## src/rtl/uart_tx_frame.sv

```systemverilog
// UART transmit frame engine: start bit, DATA_WIDTH data bits LSB-first,
// optional parity bit, one or two stop bits; one bit per CLK (baud) cycle.
module uart_tx_frame #(
  parameter int unsigned DATA_WIDTH = 8,
  parameter logic        IDLE_LEVEL = 1'b1
) (
  input  logic                  CLK,
  input  logic                  RST,
  input  logic [DATA_WIDTH-1:0] P_DATA,
  input  logic                  Data_Valid,
  input  logic                  PAR_EN,
  input  logic                  PAR_TYP,
  input  logic                  STOP2,
  output logic                  TX_OUT,
  output logic                  Busy
);

  localparam int unsigned    CW       = $clog2(DATA_WIDTH);
  localparam logic [CW-1:0]  CNT_LAST = CW'(DATA_WIDTH - 1);

  typedef enum logic [2:0] {
    IDLE,
    START,
    DATA,
    PARITY,
    STOP
  } state_t;

  state_t                state;
  logic [CW-1:0]         cnt;
  logic [DATA_WIDTH-1:0] shreg;
  logic                  par_en_q;
  logic                  par_bit_q;
  logic                  stop2_q;
  logic                  stop_second;

  // Outputs are registered alongside the state, so TX_OUT/Busy always show
  // the slot the FSM has just entered. The latched word is shifted right one
  // place per data bit, so shreg[0] is always data bit[cnt].
  always_ff @(posedge CLK) begin
    if (RST) begin
      state  <= IDLE;
      cnt    <= '0;
      TX_OUT <= IDLE_LEVEL;
      Busy   <= 1'b0;
    end else begin
      case (state)
        IDLE: begin
          TX_OUT <= IDLE_LEVEL;
          Busy   <= 1'b0;
          cnt    <= '0;
          if (Data_Valid) begin
            shreg     <= P_DATA;
            par_en_q  <= PAR_EN;
            par_bit_q <= (^P_DATA) ^ PAR_TYP;
            stop2_q   <= STOP2;
            state     <= START;
            TX_OUT    <= ~IDLE_LEVEL;
            Busy      <= 1'b1;
          end
        end

        START: begin
          state  <= DATA;
          cnt    <= '0;
          TX_OUT <= shreg[0];
        end

        DATA: begin
          if (cnt == CNT_LAST) begin
            stop_second <= 1'b0;
            if (par_en_q) begin
              state  <= PARITY;
              TX_OUT <= par_bit_q;
            end else begin
              state  <= STOP;
              TX_OUT <= IDLE_LEVEL;
            end
          end else begin
            cnt    <= cnt + CW'(1);
            shreg  <= shreg >> 1;
            TX_OUT <= shreg[1];
          end
        end

        PARITY: begin
          state       <= STOP;
          stop_second <= 1'b0;
          TX_OUT      <= IDLE_LEVEL;
        end

        STOP: begin
          TX_OUT <= IDLE_LEVEL;
          if (stop2_q && !stop_second) begin
            stop_second <= 1'b1;
          end else begin
            state <= IDLE;
            Busy  <= 1'b0;
          end
        end

        default: begin
          state  <= IDLE;
          cnt    <= '0;
          TX_OUT <= IDLE_LEVEL;
          Busy   <= 1'b0;
        end
      endcase
    end
  end

endmodule

```

## config.mk

```make
export PLATFORM = sky130hd
export DESIGN_NAME = uart_tx_frame
export DESIGN_NICKNAME = d
export VERILOG_FILES = /design/src/rtl/uart_tx_frame.sv
export SDC_FILE = /design/constraint.sdc
export NUM_CORES = 1
export LEC_CHECK = 0
export ABC_AREA = 1
export CORE_AREA = 4 4 59 45
export DETAILED_ROUTE_END_ITERATION = 16
export DIE_AREA = 0 0 63 49
export PLACE_DENSITY_LB_ADDON = 0.15
export SETUP_SLACK_MARGIN = 0.2
export SYNTH_ARGS = -nofsm -noshare
export SYNTH_HDL_FRONTEND = slang
export SYNTH_SLANG_ARGS = --single-unit
```

## constraint.sdc

```tcl
create_clock -name CLK -period 3.8 [get_ports CLK]
set_clock_uncertainty 0.05 [all_clocks]
set_input_delay 0.57 -clock CLK [delete_from_list [all_inputs] [get_ports CLK]]
set_output_delay 0.57 -clock CLK [all_outputs]
set_load 0.005 [all_outputs]
```

# After elaboration in Yosys (flattened, before gate mapping)
# Index checks and enable logic that the tools add are counted.
# Widths: inputs -> output; s select.
totals:
  regBits: 20
  in_bits: 14
  output_inout_bits: 2
  word_cells: 58
op_classes:
  addsub: 1
  eq_ne: 10
  muxes: 20
  n_bitwise: 4
  n_reduce_logical: 14
op_table:
  columns: ["cell", "n"]
  rows:
  - ["$mux 8", 2]
  - ["$pmux 8 s2", 1]
  - ["$mux 3", 5]
  - ["$pmux 3 s5", 1]
  - ["$ne 2x2->1 const B", 5]
  - ["$pmux 1 s3", 3]
  - ["$reduce_and 4->1", 2]
  - ["$reduce_xor 8->1", 1]
  - ["$mux 1", 7]
  - ["$eq 3x2->1 const B", 2]
  - ["$eq 3x3->1 const B", 2]
  - ["$pmux 3 s2", 1]
  - ["$reduce_and 3->1", 2]
  - ["$reduce_and 2->1", 2]
  - ["$add 3x1->3 const B", 1]
  - ["$eq 3x1->1 const B", 1]
  - ["$logic_not 3->1", 1]
  - ["$not 1->1", 3]
  - ["$reduce_bool 3->1", 1]
  - ["$reduce_or 3->1", 1]
  - ["$reduce_bool 2->1", 1]
  - ["$reduce_or 2->1", 1]
  - ["$logic_and 1x1->1", 1]
  - ["$logic_not 1->1", 1]
  - ["$xor 1x1->1", 1]

# Logic depth before layout (Yosys ltp)
# Gate-level depths: netlist of the first run.
depth:
  word_depth: 4
  mapped_depth: 9
  ltp_nobuf: 9

# Least setup slack after synthesis of the first run
# OpenSTA, ideal clock, no wires.
synth_path:
  path_kind: "flip-flop to flip-flop"
  start: "register cnt[0]"
  end: "register shreg[0] (enable)"
  setup_time_ns: 0.370
  arrival_time_ns: 1.236
  setup_slack_ns: 2.144
  path_stages_with_launch: 6
  path_buffers: 0
  synth_period_minus_slack_ns: 1.656
  path_cell_list: "dfxtp_1 -> ha_1 -> ha_1 -> inv_1 -> o21ai_0 -> nor2_1"
synth_via:
  elab_chain_len: 3
synth_lines:
  columns: ["item", "line", "text"]
  rows:
  - ["start, declared", "30", "logic [CW-1:0] cnt;"]
  - ["start signal, assigned", "80", "cnt <= cnt + CW'(1);"]
  - ["$eq 3x3->1", "70", "if (cnt == CNT_LAST) begin"]
  - ["$ne 2x2->1 (no line)", null, null]
  - ["$reduce_and 4->1 (no line)", null, null]
  - ["end signal, assigned", "81", "shreg <= shreg >> 1;"]
  - ["end, declared", "31", "logic [DATA_WIDTH-1:0] shreg;"]
# Every way passes these cells.
# A chain may end at the register's enable or synchronous reset.

# Final worst setup path of the first run
layout_path:
  start: "input RST"
  end: "register shreg[4] (enable)"
layout_via:
  elab_chain_len: 2
layout_lines:
  columns: ["item", "line", "text"]
  rows:
  - ["start, declared", "8", "input logic RST,"]
  - ["$not 1->1 (no line)", null, null]
  - ["$reduce_and 4->1 (no line)", null, null]
# Every way passes these cells.

==> impl_metrics.ini, run 1 <==
[clock_tree]
ctsResizeCount = 0
cts_root_buf = clkbuf_4
insertion_delay_ns = 0.30
cts_setup_buffers = 0
cts_tree = yes
cts_made_buffers = 3
hold_buffers = 0
htreeDepth = 1
cts.sinks = 20
path_clk_slew_ns = 0.10
ctsLongestPathBuffers = 2

[placement]
place_congestion = 0.870
hpwl_um = 1560
pre_cts_slack_ns = 1.50
numPlacedInstances = 185
port_buffers = 15

[setup_path]
path_max_fanout = 8
cp.required_ns = 3.69
end_kind = flip-flop
reg2reg_slack_ns = 1.93
timing.rr.end = shreg[4]
cp-endpoint = shreg[4]
rr_worst_depth = 5
start_kind = input pin
reg2reg_from = cnt[0]
critPathKind = input pin to flip-flop
crit_start = RST
worst_ep_arrival_time_ns = 1.87

[detailed_routing]
vias_per_cell = 5.11
vias = 965
ant_nets = 0
drtIter0Drc = 60
first_pass_iters = 4
remaining_drc_errors = 0
drt-total-wl_um = 2020
routedWlPerCell_um = 10.7

[yosys]
synth_fa_ha_area_share_pct = 2.26
syn_area_per_cell_um2 = 7.52
syn_nets = 163
synthMuxAreaShare_pct = 0
synth-seq-cells = 20
synth_xor_xnor_area_share_pct = 1.58
ys_warn_count = 0
synth_compound_area_share_pct = 8.03
netlist-cell-type-count = 21
netlist_instances = 147
netlist_area_um2 = 1110
synthSimpleGateAreaFrac_pct = 33.6
ys_seq_area_share_pct = 47.1
synth_top_family_by_area = simple AND/OR/NAND/NOR gates

[timing]
fin_ws_ns = 1.82
slew_viol_final = 0
slew_headroom_pct = 58.8
fin_crit_sh_pct = 52.1
hold_violations = 0
worst_pin_slew_ns = 0.615
grt_setup_unrepaired = false
setup_viol = 0
max_freq_mhz = 505
finalSetupTns_ns = 0
period_needed_ns = 1.98
whs_ns = 0.421

[min_path]
hp-class = flip-flop to flip-flop

[floorplan]
die_area_um2 = 3090
fp.dieH_um = 49
die_w_um = 63
start_util_pct = 53.1
ios = 16
core_um2 = 2080
rows = 14

[flow_run]
maxCapViolCount = 0

[global_routing]
grt_max_degree = 20
grt_pass1_wl_um = 3530
grtUsageTotal_pct = 14.4
grt_pass1_vias = 839
overflow = 0
antenna_found_initial = 0

[pwr]
peakVddDrop_mv = 0.274
powerDensity_nw_per_um2 = 626
p_leak_nw = 0.614

[final_layout]
area.growth.synth_to_final_pct = 18.0
fillers = 190
fin_cells = 189
nets = 182
drive_gt1_share_pct = 9.70
final_common_cell = nand2_1
mostFrequentLayoutCells = nand2_1, inv_1, clkdlybuf4s50_1
antenna_cells = 0

[run_status]
status = finished clean
[metrics by stage]
| stage | area [um^2] | total power [mW] | utilization [%] |
|---|---|---|---|
| global route | 1310 | 0.901 | 62.6 |
| floorplan | 1110 | 0.631 | - |
| global placement | 1280 | 0.714 | 61.3 |
| CTS | 1310 | 0.825 | 62.6 |
| detailed placement | 1280 | 0.722 | 61.3 |
| finish | 1310 | 0.817 | 62.6 |
[worst min-delay path by stage]
stage	start	end	cells after the start
2_1_floorplan	Busy	Busy	2
3_3_place_gp	Busy	Busy	2
3_5_place_dp	Busy	Busy	2
4_1_cts	Busy	Busy	2
5_1_grt	Busy	Busy	2
6_report	Busy	Busy	2
[worst max-delay path: stages]
cell and delay, ns:
clkdlybuf4s50_1 0.46, inv_1 0.21, nand3_1 0.13, nor2_1 0.49
[kinds of logic after synthesis]
kind of cell,after synthesis
simple gates,85
buf+inv,21
flops,20
compound gates,17
xor+xnor,2
fa+ha+maj,2
[layer usage]
| metal | global-route usage [%] | vias up | share of wire [%] |
|---|---|---|---|
| met2 | 21.4 | 32 | 40 |
| met4 | 3.30 | 0 | 0.79 |
| met3 | 5.53 | 2 | 9.7 |
| met1 | 19.8 | 424 | 49 |
| met5 | 0 | - | 0 |
| li1 | - | 507 | - |
[power breakdown]
part / total (mW) / leakage, nW / internal [mW] / switching (mW)
clock: 0.101 / 0.0154 / 0.0383 / 0.0623
combinational: 0.357 / 0.420 / 0.129 / 0.228
sequential: 0.360 / 0.178 / 0.323 / 0.0372
total: 0.817 / 0.614 / 0.490 / 0.328
[registers in the layout, indices dropped and copies added, names as in the netlist]
name,count
cnt,3
stop2_q,1
par_en_q,1
state,3
shreg,8
stop_second,1
Busy,1
par_bit_q,1
TX_OUT,1
[synth_stat cells (all sizes together)]
cell type,instances,area share (%)
nand2,56,20
inv,20,6.8
nor2,17,7.4
edfxtp,12,33
o21ai,11,5.0
nand3,10,5.0
dfxtp,8,14
a21oi,6,3.1
ha,2,2.3
buf,1,0.68
nand3b,1,0.68
nor3,1,0.45
xnor2,1,0.79
xor2,1,0.79
[area by class of cell]
type	count	area, um^2	share of cell area [%]
clock inverters	1	3.75	0.288
repair buffers	15	150	11.5
flip-flops and latches	20	520	39.9
well taps	24	30.0	2.30
inverters	20	75.1	5.75
multi-input cells	106	503	38.5
clock buffers	3	22.5	1.73
No activity file was read; power rests on OpenSTA's default activity.
==> run 2: changes to the inputs <==
Settings changed: CORE_AREA 4 4 59 45 to 4 4 63 48, DIE_AREA 0 0 63 49 to 0 0 67 52.
Clock period 3.8 ns to 1.8 ns, I/O delays scaled along.
==> impl_metrics.ini, run 2 (synthesis gave the netlist of run 1 again) <==
[detailed_routing]
ant_nets = 0
first_pass_iters = 4
vias_per_cell = 4.70
drt-total-wl_um = 2080
drtIter0Drc = 46
vias = 939
remaining_drc_errors = 0
routedWlPerCell_um = 10.4

[setup_path]
end_kind = flip-flop
reg2reg_from = cnt[0]
start_kind = flip-flop
cp.required_ns = 1.77
reg2reg_slack_ns = 0.27
worst_ep_arrival_time_ns = 1.50
path_max_fanout = 8
critPathKind = flip-flop to flip-flop
rr_worst_depth = 6
timing.rr.end = shreg[5]

[min_path]
min_path_cells = 2
hold_start = Busy
hp-class = flip-flop to flip-flop
hold_end = Busy

[clock_tree]
ctsLongestPathBuffers = 2
cts_tree = yes
cts_root_buf = clkbuf_4
cts_made_buffers = 3
path_clk_slew_ns = 0.11
htreeDepth = 1
hold_buffers = 0
insertion_delay_ns = 0.30
cts_setup_buffers = 0
cts.sinks = 20

[final_layout]
mostFrequentLayoutCells = nand2_1, inv_1, clkdlybuf4s50_1
nets = 184
top_regs = shreg: 8 flops, cnt: 3 flops, state: 3 flops
final_common_cell = nand2_1
regMostFlops = shreg
area.growth.synth_to_final_pct = 20.8
largest_reg_flops = 8
final_area_um2 = 1340
drive_gt1_share_pct = 12.7
antenna_cells = 0

[global_routing]
grtUsageTotal_pct = 12.8
antenna_found_initial = 0
overflow = 0
grt_pass1_vias = 820
grt_pass1_wl_um = 3360
grt_max_degree = 20

[timing]
fin_crit_sh_pct = 85.1
max_freq_mhz = 653
finalSetupTns_ns = 0
period_needed_ns = 1.53
hold_violations = 0
setup_viol = 0
slew_headroom_pct = 73.9
grt_setup_unrepaired = false
worst_pin_slew_ns = 0.391
slew_viol_final = 0

[pwr]
peakVddDrop_mv = 0.903
p_comb_share_pct = 44.8
swShare_pct = 39.7
p_switching_uw = 692
pwr-share-clk_pct = 11.7
powerDensity_nw_per_um2 = 1310
internal-power_mw = 1.05
p_leak_nw = 0.624
seqPwrFrac_pct = 43.5

[floorplan]
die_w_um = 67
fp.dieH_um = 52
ios = 16
die_area_um2 = 3480
core_um2 = 2380
start_util_pct = 46.4
rows = 15

[run_status]
status = finished clean

[placement]
place_congestion = 0.880
hpwl_um = 1640
port_buffers = 15
dpl-instance-area_um2 = 1310

[flow_run]
maxCapViolCount = 0
## run 2: cell types whose count changed in the layout (fill, tap and decap cells not counted), sizes merged
| cell | change |
|---|---|
| clkinv | -1 |
| buf | +2 |
## run 2: layout make-up
type / instances / area (um^2)
Clock buffer: 3 / 22.5
Fill cell: 243 / 1050
Inverter: 20 / 75.1
Multi-Input combinational cell: 106 / 505
Sequential cell: 20 / 522
Tap cell: 34 / 42.5
Timing Repair Buffer: 17 / 169
## run 2: metrics by stage
step	utilization [%]	setup slack (ns)	hold WS, ns	instances	power, mW
after global placement	54.9	0.199	0.400	197	1.53
after CTS	55.9	0.207	0.428	200	1.74
after global routing	56.1	0.209	0.451	200	1.90
final	56.1	0.269	0.423	200	1.74
after floorplan	-	0.268	0.289	147	1.34
after detailed placement	54.9	0.171	0.410	197	1.54
## run 2: how the worst max path moves through the flow
stage,slack [ns],start,end,cells past startpoint
after CTS,0.21,cnt[0],shreg[6],6
after global routing,0.21,cnt[0],shreg[5],6
final,0.27,cnt[0],shreg[5],6
after floorplan,0.27,cnt[0],shreg[0],5
after detailed placement,0.17,RST,shreg[5],5
after global placement,0.20,RST,shreg[6],5
## run 2: power groups by stage
stage          Clock [mW]  Sequential, mW  Combinational, mW
2_1_floorplan           0           0.752              0.584
3_3_place_gp            0           0.764              0.767
3_5_place_dp            0           0.767              0.776
4_1_cts             0.208           0.757              0.780
5_1_grt             0.236           0.775              0.889
6_report            0.204           0.758              0.782
## run 2: timing repair
item                       4_1_cts  5_1_grt
gates resized for setup          0        3
setup endpoints to repair        0        8
hold endpoints to repair         0        0
## run 2: routing by layer
| metal | share of wire, % | wire length, um | vias to the layer above | global-route usage [%] |
|---|---|---|---|---|
| met1 | 50 | 1040 | 392 | 18.5 |
| met3 | 7.5 | 155 | 0 | 4.32 |
| met2 | 42 | 881 | 36 | 19.2 |
| met4 | 0 | 0 | 0 | 1.01 |
| met5 | 0 | 0 | - | 0 |
| li1 | - | - | 511 | - |
## run 2: critical path, stage by stage (launching register included)
cell,delay [ns]
dfxtp_1,0.33
ha_1,0.20
ha_1,0.20
inv_2,0.09
o21ai_0,0.12
nor2_2,0.13
buf_6,0.14
==> variant 1 (flow settings as in run 2) <==
Re-encode `state_t` (5 states) as one-hot, 5 bits wide.
--- a/src/rtl/uart_tx_frame.sv
+++ b/src/rtl/uart_tx_frame.sv
@@ -19,10 +19,10 @@
   localparam logic [CW-1:0]  CNT_LAST = CW'(DATA_WIDTH - 1);
 
-  typedef enum logic [2:0] {
-    IDLE,
-    START,
-    DATA,
-    PARITY,
-    STOP
+  typedef enum logic [4:0] {
+    IDLE   = 5'b00001,
+    START  = 5'b00010,
+    DATA   = 5'b00100,
+    PARITY = 5'b01000,
+    STOP   = 5'b10000
   } state_t;
 
Formal check against the unedited RTL: same outputs for any inputs over 10 cycles, from zero or initial values and one cycle with RST high; not proved beyond that.
==> variant 1 against run 2 <==
  * Non-clock buffer count up 4
  * Maximum frequency is 0.39% lower
  * Design area grew 6.2%
  * Core utilization up 3.5 points
  * Routed wire length increased by 19%
  * Critical path type unchanged
  * Sequential cell count rose by 2
  * Sequential share of layout area up 0.46 points
  * Synthesized area rose by 4.4%
  * Setup slack worse by 0.0060 ns
  * Global-route usage up 3.0 points
Power is not compared: it rests on default switching activity, and its combinational part moved more than twofold at a synthesized area within 25%.
==> variant 1: results <==
export IMPL_status="completed"
export IMPL_synthTopCellsByArea="edfxtp_1 31%, dfxtp_1 17%, nand2_1 12%"
export IMPL_gp_congestion=0.832
export IMPL_grt_pass1_vias=869
export IMPL_crit_family="simple AND/OR/NAND/NOR gates"
export IMPL_routedWlPerCell_um=12.6
export IMPL_ys_types=24
export IMPL_vias=984
export IMPL_placed_cells=189
export IMPL_ys_seq_area_share_pct=48.5
export IMPL_r2r_end="shreg[6]$_DFFE_PP_"
export IMPL_fin_crit_sh_pct=85.4
export IMPL_synth_xor_area_share_pct=3.79
export IMPL_synth_nets=154
export IMPL_dp_hpwl_um=1860
export IMPL_synth_common_cells="38 x nand2_1, 14 x inv_1, 14 x nor2_1, 12 x edfxtp_1, 10 x dfxtp_1"
export IMPL_cts_max_path_buffers=2
export IMPL_pre_cts_ws_ns=0.0308
export IMPL_drive_above_1_share_pct=16.1
export IMPL_hp_start="cnt[1]$_SDFFE_PP0P_"
export IMPL_antenna_found_initial=0
export IMPL_cts_resized=1
export IMPL_synth_compound_area_share_pct=5.42
export IMPL_synth_fa_ha_area_share_pct=2.17
export IMPL_whs_ns=0.444
export IMPL_fillCellCount=218
export IMPL_hold_class="flip-flop to flip-flop"
export IMPL_whs_path_depth=2
export IMPL_slew_headroom_pct=80.5
export IMPL_final_area_mm2=0.00142
export IMPL_endpoint="shreg[6]$_DFFE_PP_"
export IMPL_grt_pass1_wl_um=4020
export IMPL_cts_setup_buffers=2
export IMPL_drt_initial_drc_count=75
export IMPL_whs_endpoint="cnt[1]$_SDFFE_PP0P_"
export IMPL_finalWirelength_um=2470
export IMPL_grt_max_degree=15
export IMPL_syn_avg_cell_area_um2=8.37
export IMPL_finalNetCount=178
==> variant 1: layer usage <==
| metal | up-vias | GRT usage, % | routed length, um |
|---|---|---|---|
| met2 | 38 | 22.7 | 1070 |
| li1 | 499 | - | - |
| met4 | 0 | 2.02 | 15 |
| met1 | 443 | 23.8 | 1190 |
| met3 | 4 | 4.54 | 185 |
| met5 | - | 0 | 0 |
==> variant 1: area by class of cell <==
cell class | count | share of cell area (%)
flip-flops and latches | 22 | 39.5
multi-input cells | 96 | 37.1
repair buffers | 21 | 13.8
inverters | 18 | 4.76
well taps | 34 | 3.00
clock buffers | 4 | 1.85
==> variant 1: kinds of logic (layout without fill, tap and decap cells) <==
| kind of cell | count (synthesis) | after routing |
|---|---|---|
| AO/OA/AOI/OAI | 12 | 12 |
| XOR/XNOR | 5 | 5 |
| adder cells (fa/ha/maj) | 2 | 2 |
| buffers and inverters | 20 | 43 |
| flip-flops | 22 | 22 |
| AND/OR/NAND/NOR | 77 | 77 |
==> variant 2 (flow settings as in run 2) <==
Without the edit above. `IDLE_LEVEL`: 1'b1 -> 1'b0.
--- a/src/rtl/uart_tx_frame.sv
+++ b/src/rtl/uart_tx_frame.sv
@@ -3,5 +3,5 @@
 module uart_tx_frame #(
   parameter int unsigned DATA_WIDTH = 8,
-  parameter logic        IDLE_LEVEL = 1'b1
+  parameter logic        IDLE_LEVEL = 1'b0
 ) (
   input  logic                  CLK,
Function: changed (Yosys sat finds a counterexample within 4 cycles, from zero or initial values and one cycle with RST high).
==> variant 2 against run 2 <==
  * Design area increased by 4.5%
  * Worst hold slack improved by 0.0060 ns
  * Total power is 6.8% higher
  * Sequential share of layout area shrank 1.8 points
  * Core utilization grew 2.5 points
  * Sequential power down 0.7%
  * Highest routed layer is now met4
  * First-iteration DRC count increased by 20%
  * Sequential cell count unchanged
  * Synthesized area rose by 2.9%
  * Routed wire length up 10%
  * Cell count is 2.0% higher
  * Setup slack better by 0.016 ns
  * Synthesized cell count up 0.68%
==> variant 2: results <==
export IMPL_finalWirelength_um=2290
export IMPL_nonClockInverterCount=21
export IMPL_nFlopsAndLatches=20
export IMPL_fillCellCount=214
export IMPL_clock_area_share_pct=1.88
export IMPL_met2_usage_pct=21.9
export IMPL_grtUsageMet1_pct=20.4
export IMPL_highest_layer="met4"
export IMPL_synth_edf_count=12
export IMPL_vdd_drop_max_v=0.000678
export IMPL_final_util_pct=58.6
export IMPL_drive_above_1_share_pct=13.5
export IMPL_pre_cts_ws_ns=0.0403
export IMPL_multi_input_area_share_pct=37.8
export IMPL_drt_initial_drc_count=55
export IMPL_slew_headroom_pct=81.8
export IMPL_grt_pass1_vias=884
export IMPL_sh_seq_area_pct=37.3
export IMPL_cts_setup_buffers=1
export IMPL_switching_power_mw=0.761
export IMPL_synth_nets=164
export IMPL_synthCells=148
export IMPL_routedWlPerCell_um=11.2
export IMPL_cts_max_path_buffers=2
export IMPL_ys_types=22
export IMPL_comb_power_mw=0.895
export IMPL_placed_cells=199
export IMPL_wl_met3_um=174
export IMPL_ys_seq_area_share_pct=45.7
export IMPL_grt_usage_pct=15.2
export IMPL_gp_congestion=0.912
export IMPL_finalNetCount=187
export IMPL_p_seq_share_pct=40.4
export IMPL_synthTopCellsByArea="edfxtp_1 32%, nand2_1 17%, dfxtp_1 14%"
export IMPL_wl_met1_um=1100
export IMPL_n_all_buffers=20
export IMPL_grt_max_degree=21
export IMPL_dpl_cell_area_mm2=0.00135
export IMPL_grt_pass1_wl_um=3810
export IMPL_port_buffers=15
export IMPL_status="completed"
export IMPL_wl_met2_um=985
export IMPL_synth_common_cells="51 x nand2_1, 19 x inv_1, 14 x nor2_1, 12 x edfxtp_1, 11 x nand3_1"
export IMPL_cts_buffers=3
export IMPL_dp_hpwl_um=1860
export IMPL_num_multi_input_gates=105
export IMPL_use_met3_pct=5.40
export IMPL_vias=995
export IMPL_buffer_area_share_pct=14.3
export IMPL_powerSeq_mw=0.753
export IMPL_power_leakage_nw=0.666
==> variant 2: cell types whose count changed after synthesis, moves of 2 or more <==
cell     before  now
nand3_1       9   11
inv_1        17   19
nand2_2       5    1
nand2_4       0    3
==> variant 2: final timing paths <==
check	to	slack (ns)	start
worst max-delay path	shreg[4]$_DFFE_PP_	0.29	cnt[0]$_SDFFE_PP0P_
worst min-delay path	Busy$_SDFFE_PP0P_	0.43	Busy$_SDFFE_PP0P_
worst max register to register	shreg[4]$_DFFE_PP_	0.29	cnt[0]$_SDFFE_PP0P_
worst min register to register	Busy$_SDFFE_PP0P_	0.43	Busy$_SDFFE_PP0P_
==> variant 2: worst max-delay path: stages, from the launching register on <==
cell	delay, ns
dfxtp_1	0.33
ha_1	0.20
ha_1	0.20
inv_2	0.08
o21ai_0	0.10
nor2_2	0.15
buf_12	0.14
==> variant 2: logic make-up after synthesis <==
logic type / synth area share [%]
compound gates: 7.58
xor+xnor: 1.54
fa+ha+maj: 2.20
buf+inv: 8.35
flops: 45.7
simple gates: 34.6
